File: src/rtl/if_id_fifo.sv
// ============================================================================
// if_id_fifo : IF->ID boundary FIFO carrying multi-lane fetch packets, with
//              valid/ready handshake and flush. Optional macro IF_ID_EXC_EN
//              adds a per-entry fetch exception code (in_exc/out_exc).
// Revision   : 1.0 - initial release
// ============================================================================
`default_nettype none

module if_id_fifo #(
  parameter int ADDR_W = 32,
  parameter int DATA_W = 32,
  parameter int LANES  = 1,
  parameter int DEPTH  = 2
) (
  input  logic                          clk,
  input  logic                          rst,
  input  logic                          flush,
  input  logic                          in_valid,
  output logic                          in_ready,
  input  logic [ADDR_W-1:0]             in_pc,
  input  logic [LANES*DATA_W-1:0]       in_inst,
  input  logic [LANES-1:0]              in_lane_vld,
`ifdef IF_ID_EXC_EN
  input  logic [4:0]                    in_exc,
  output logic [4:0]                    out_exc,
`endif
  output logic                          out_valid,
  input  logic                          out_ready,
  output logic [ADDR_W-1:0]             out_pc,
  output logic [LANES*DATA_W-1:0]       out_inst,
  output logic [LANES-1:0]              out_lane_vld,
  output logic [$clog2(DEPTH):0]        count
);

  localparam int c_ptr_w = $clog2(DEPTH);
  localparam int c_cnt_w = c_ptr_w + 1;
  localparam logic [c_cnt_w-1:0] c_full = c_cnt_w'(DEPTH);

  logic [ADDR_W-1:0]       r_pc_mem   [DEPTH];
  logic [LANES*DATA_W-1:0] r_inst_mem [DEPTH];
  logic [LANES-1:0]        r_vld_mem  [DEPTH];

  logic [c_ptr_w-1:0] r_wr_ptr;
  logic [c_ptr_w-1:0] r_rd_ptr;
  logic [c_cnt_w-1:0] r_count;

  logic w_push;
  logic w_pop;
  logic w_head_exc_zero;

  // Handshake flags come only from registered occupancy: no in->out comb path.
  assign in_ready  = (r_count != c_full);
  assign out_valid = (r_count != '0);
  assign count     = r_count;

  assign w_push = in_valid & in_ready & ~flush;
  assign w_pop  = out_valid & out_ready & ~flush;

  always_ff @(posedge clk) begin
    if (rst || flush) begin
      r_wr_ptr <= '0;
      r_rd_ptr <= '0;
      r_count  <= '0;
    end else begin
      if (w_push) r_wr_ptr <= r_wr_ptr + c_ptr_w'(1);
      if (w_pop)  r_rd_ptr <= r_rd_ptr + c_ptr_w'(1);
      case ({w_push, w_pop})
        2'b10:   r_count <= r_count + c_cnt_w'(1);
        2'b01:   r_count <= r_count - c_cnt_w'(1);
        default: r_count <= r_count;
      endcase
    end
  end

  // Storage is intentionally not reset; occupancy alone defines what is live.
  always_ff @(posedge clk) begin
    if (w_push && !rst) begin
      r_pc_mem[r_wr_ptr]   <= in_pc;
      r_inst_mem[r_wr_ptr] <= in_inst;
      r_vld_mem[r_wr_ptr]  <= in_lane_vld;
    end
  end

`ifdef IF_ID_EXC_EN
  logic [4:0] r_exc_mem [DEPTH];

  always_ff @(posedge clk) begin
    if (w_push && !rst) begin
      r_exc_mem[r_wr_ptr] <= in_exc;
    end
  end

  assign w_head_exc_zero = (r_exc_mem[r_rd_ptr] == 5'd0);
  assign out_exc         = out_valid ? r_exc_mem[r_rd_ptr] : 5'd0;
`else
  assign w_head_exc_zero = 1'b1;
`endif

  // Empty FIFO presents a NOP bubble; a faulting fetch never exposes its data.
  always_comb begin
    out_pc       = '0;
    out_inst     = '0;
    out_lane_vld = '0;
    if (out_valid) begin
      out_pc       = r_pc_mem[r_rd_ptr];
      out_lane_vld = r_vld_mem[r_rd_ptr];
      if (w_head_exc_zero) begin
        out_inst = r_inst_mem[r_rd_ptr];
      end
    end
  end

endmodule

`default_nettype wire

File: config.mk
export PLATFORM = sky130hd
export DESIGN_NAME = if_id_fifo
export DESIGN_NICKNAME = d
export VERILOG_FILES = /design/src/rtl/if_id_fifo.sv
export SDC_FILE = /design/constraint.sdc
export NUM_CORES = 1
export LEC_CHECK = 0
export CAP_MARGIN = 5
export CORE_MARGIN = 2
export CORE_UTILIZATION = 29
export DETAILED_ROUTE_END_ITERATION = 10
export GPL_TIMING_DRIVEN = 0
export PLACE_DENSITY_LB_ADDON = 0.05
export SLEW_MARGIN = 5
export SYNTH_ARGS = -nofsm -noshare
export SYNTH_HDL_FRONTEND = slang
export SYNTH_SLANG_ARGS = --single-unit
File: constraint.sdc
create_clock -name clk -period 9.1 [get_ports clk]
set_clock_uncertainty 0.05 [all_clocks]
set_input_delay 0.91 -clock clk [delete_from_list [all_inputs] [get_ports clk]]
set_output_delay 0.91 -clock clk [all_outputs]
set_load 0.01 [all_outputs]
Word-level counts from Yosys, hierarchy flattened
Memory sizes are Yosys's and may differ from the RTL's. A register that Yosys moved wholly into a read port is not among the register bits. Cells that the tools add are included. W data, S select, Z words.

Bits in read-only memories: 0. Input bits: 70. Memories kept: 3. Latch bits: 0. Register bits after elaboration: 4. Output and inout port bits: 69. Word-level logic and storage cells: 35. RAM bits: 130.

Eq/ne operators: 3. Div/mod/pow operators: 0. Reductions and logical operators: 5. $lt $le $gt $ge: 0. Add/subtract/negate cells: 4. Multiplexer cells: 12. Shift operators: 0. Multipliers: 0. Bitwise logic cells: 5.

Memories: r_inst_mem (depth 2, width 32, rd ports 1, clocked after memory_dff 1, wr ports 1, line 40) `logic [LANES*DATA_W-1:0] r_inst_mem [DEPTH];`; r_pc_mem (depth 2, width 32, rd ports 1, clocked after memory_dff 1, wr ports 1, line 39) `logic [ADDR_W-1:0] r_pc_mem [DEPTH];`; r_vld_mem (depth 2, width 1, rd ports 1, clocked after memory_dff 1, wr ports 1, line 41) `logic [LANES-1:0] r_vld_mem [DEPTH];`.

Operator list (count): $mux W32 (2); $mux W1 (9); $and A1 B1 Y1 (4); $pmux W2 S2 (1); $reduce_bool A2 Y1 (2); $add A1 B1 Y1 const B (2); $add A2 B1 Y2 const B (1); $eq A2 B1 Y1 const B (1); $eq A2 B2 Y1 const B (1); $ne A2 B2 Y1 const B (1); $sub A2 B1 Y2 const B (1); $logic_and A1 B1 Y1 (1); $logic_not A1 Y1 (1); $logic_or A1 B1 Y1 (1); $not A1 Y1 (1).

Logic depth before layout (Yosys ltp)
Depth after elaboration: 6. Gate-level depth with buffers: 6.

Worst setup path after synthesis
No wires, ideal clock.

Kind: in2reg. From: input port flush. To: memory r_inst_mem[0][0] (netlist name) (enable). Buffers on the path: 1. Setup time: 0.649 ns. Slack: 0.895 ns. Stages on the path: 3. Data arrival time: 7.507 ns. Data required time: 8.401 ns. Cell sequence: or2_2 > clkbuf_1 > nor4_1.

Cells in the longest elaborated chain, start to end: 5.

RTL lines: start: declaration (line 17) `input logic flush,`; $not A1 Y1 (line 56) `assign w_push = in_valid & in_ready & ~flush;`; $and A1 B1 Y1 (line 56); $logic_and A1 B1 Y1 (line 77) `if (w_push && !rst) begin`; $mux W1 (line 77); $mux W1 (not written as such) (line 79) `r_inst_mem[r_wr_ptr] <= in_inst;`; end: declaration (line 40).

Every way passes these cells.

Worst setup path after layout
From: input port flush. To: memory r_pc_mem[1][7] (enable).

Cells in the longest elaborated chain, start to end: 5.

RTL lines: $not A1 Y1 (line 56); $and A1 B1 Y1 (line 56); $logic_and A1 B1 Y1 (line 77); $mux W1 (line 77); $mux W1 (not written as such) (line 78) `r_pc_mem[r_wr_ptr] <= in_pc;`; end: declaration (line 39).

Every way passes these cells.

==> reports/summary.txt <==
CTS Root Cell - clkbuf_16
Worst EP arrival - 3.28 ns
DRT Pass-1 Iters - 4
Post-CTS Resized - 0
Fin. max-slew vios - 0
Max cap viols - 0
I/O Buffers - 138
Multi-input logic area - 0.00103 sq mm
Reg2Reg Launch Point - count[0]
DP Wirelength - 7660 um
Antenna fix cells - 0
Chip Height - 137 um
Synth top cells by count - 130 x edfxtp_1, 70 x nor2_1, 65 x mux2i_1
Die W - 137 um
Slowest-stage cell, CP - nor4_2
Maximum vdd drop - 0.116 mV
Initial antenna violation count - 0
CTS H-tree lvls - 4
Post-Synthesis Cells - 305
Fin crit share - 35.4%
XOR/XNOR Fraction of Synth Area - 0.513%
GRT Overall Usage - 12.0%
Core Rows - 48
Unique masters post-synth - 17
Initial Util - 29.6%
Die Area - 0.0187 sq mm
Reg2reg end - r_pc_mem[1][7]
TritonCTS clock tree - yes
Hold buffer count at CTS - 0
Drt initial violations - 128
CP required - 9.16 ns
CTS Sinks - 135
Fin. Hold Viols - 0
Most frequent cell on the critical path - buf_4
GP Congestion - 0.723
Vias in the first global route - 3109
Vias per inst - 4.24
Synthesis-stage register bit count - 135
CP Capture Type - flip-flop
Worst-Margin Slew - 0.954 ns
Crit path cell chain - clkdlybuf4s50_1 > or2_2 > clkbuf_1 > nor4_2 > buf_4 > buf_4 > buf_4
Via count - 3056
Synth top area share - 76.2%
Pleak - 2.43 nW
Placed cells - 690
Largest family of logic cells by synthesized area - multiplexers
Number of synthesized flops with an enable pin - 130
Final Power - 1.39 mW
Fin Setup TNS - 0 ns
Final setup vio count - 0
Residual DRC - 0
Setup Crit Path Kind - primary input to flip-flop
Area Growth Syn to Fin - 46.1%
Status - complete, no violations
Postcts setup bufs - 0
CP max stage delay - 0.75 ns
Worst-skew pair later-pin latency - 0.41 ns
Largest net degree at the start of global routing - 17
Hold WS - 0.478 ns
Worst setup SP type - primary input
Reg area - 0.00400 sq mm
Syn nets - 376
R2r setup slk - 6.67 ns
Relative max-transition margin - 35.8%
Syn Area/Cell - 16.8 sq um
Layout cell share with drive strength beyond 1 - 12.7%
Reg2Reg Depth - 5
Worst Hold Depth - 2
Antenna viol nets, final - 0
Fmax - 311 MHz
Synthesized area - 0.00512 sq mm
CP max FO - 8
Most instantiated library cell after synthesis - edfxtp_1
Yosys top cell by area - edfxtp_1
Fin cells - 721
Multiplexer share of the synthesized area - 12.7%
Core Footprint - 0.0173 sq mm
Post-synthesis compound-gate area fraction - 0.488%
First-pass GRT wire length - 16400 um
Area contributors post-synth - edfxtp_1 76%, mux2i_1 13%, nor2_1 5.1%, dfxtp_1 2.0%, buf_4 0.73%
Hold Crit Start - r_wr_ptr
NumNets Final - 555
DRT Wirelength - 10900 um
GRT Residual Overflow - 0
Syn. warnings - 0
Clock buffer depth - 2
Hold Path Class - flip-flop to flip-flop
Top FF cell, synth - edfxtp_1
Routed length per placed instance - 15.2 um
Clk slew on worst S/H paths - 0.06 ns
FFs w/ async S/R, synth - 0%
Register area share after synthesis - 78.1%
Num CTS Buffers - 17
Simple-Gate Fraction of Synth Area - 5.98%
Pwr dens - 186 mW/mm^2
IO Count - 139
Fillcell total - 1594
Minimum clock period - 3.22 ns
RSZ-0062 raised after global routing - false
Synthesized-area fraction occupied by adder cells - 0.244%
Hold Path Sink - r_wr_ptr
[layer usage]
| metal | track usage, % | vias up | wire length, um |
|---|---|---|---|
| li1 | - | 1484 | - |
| met1 | 14.7 | 1464 | 4940 |
| met2 | 19.0 | 95 | 5150 |
| met3 | 4.11 | 13 | 667 |
| met4 | 5.50 | 0 | 180 |
| met5 | 0 | - | 0 |
[flip-flops by register name, indices dropped and copies added (netlist names), named ones only]
name        count
r_wr_ptr        1
r_vld_mem       2
r_inst_mem     64
r_rd_ptr        1
r_pc_mem       64
count           2
[worst max path at each step]
stage          startpoint  slack, ns  cells past startpoint          endpoint
2_1_floorplan       flush       0.89                      3  r_inst_mem[0][0]
3_3_place_gp        flush      -4.43                      4   r_pc_mem[1][17]
3_5_place_dp        flush       5.39                      7    r_pc_mem[1][8]
4_1_cts          count[0]       5.82                      5      out_inst[23]
5_1_grt             flush       5.67                      7    r_pc_mem[0][6]
6_report            flush       5.88                      7    r_pc_mem[1][7]
[cells by family (layout without fill, tap and decap cells)]
kind of cell    after synthesis  in the layout
fa+ha+maj                     1              1
simple gates                 77             77
flops                       135            135
xor+xnor                      3              3
compound gates                5              5
buf+inv                      19            210
mux                          65             65
[critical path: cells and delay by family]
family,cells,cell delay (ns)
buffers and inverters,5,1.32
AND/OR/NAND/NOR,2,1.05
[per-stage QoR]
step,util (%),setup slack (ns),area [sq um]
floorplan,-,0.895,5120
global placement,39.2,-4.43,6790
detailed placement,40.3,5.39,6960
CTS,43.3,5.82,7490
global route,43.3,5.67,7490
finish,43.3,5.88,7490
[where the power goes]
| group | internal [mW] | switching (mW) | leakage (nW) |
|---|---|---|---|
| Clock | 0.369 | 0.237 | 0.250 |
| Sequential | 0.694 | 0.00274 | 1.22 |
| Combinational | 0.0523 | 0.0365 | 0.955 |
| Total | 1.12 | 0.277 | 2.43 |
[layout make-up]
cell class | count | area share, %
inverter | 4 | 0.201
clock buffer | 20 | 5.83
sequential | 135 | 53.5
timing repair buffer | 160 | 20.7
clock inverter | 11 | 1.14
multi-input combinational | 151 | 13.8
tap | 225 | 3.76
buffer | 15 | 1.12
[cells in the final DEF, fill, tap and decap left out, types with 3 or more instances in the layout]
cell type / n
clkdlybuf4s50_1: 138
edfxtp_1: 130
nor2_1: 70
mux2i_1: 65
buf_4: 27
clkbuf_16: 17
buf_2: 7
clkbuf_1: 6
dfxtp_1: 5
clkinv_2: 5
inv_1: 4
o21ai_0: 3
or3_1: 3
clkinvlp_4: 3
No activity file was read; power rests on OpenSTA's default activity.
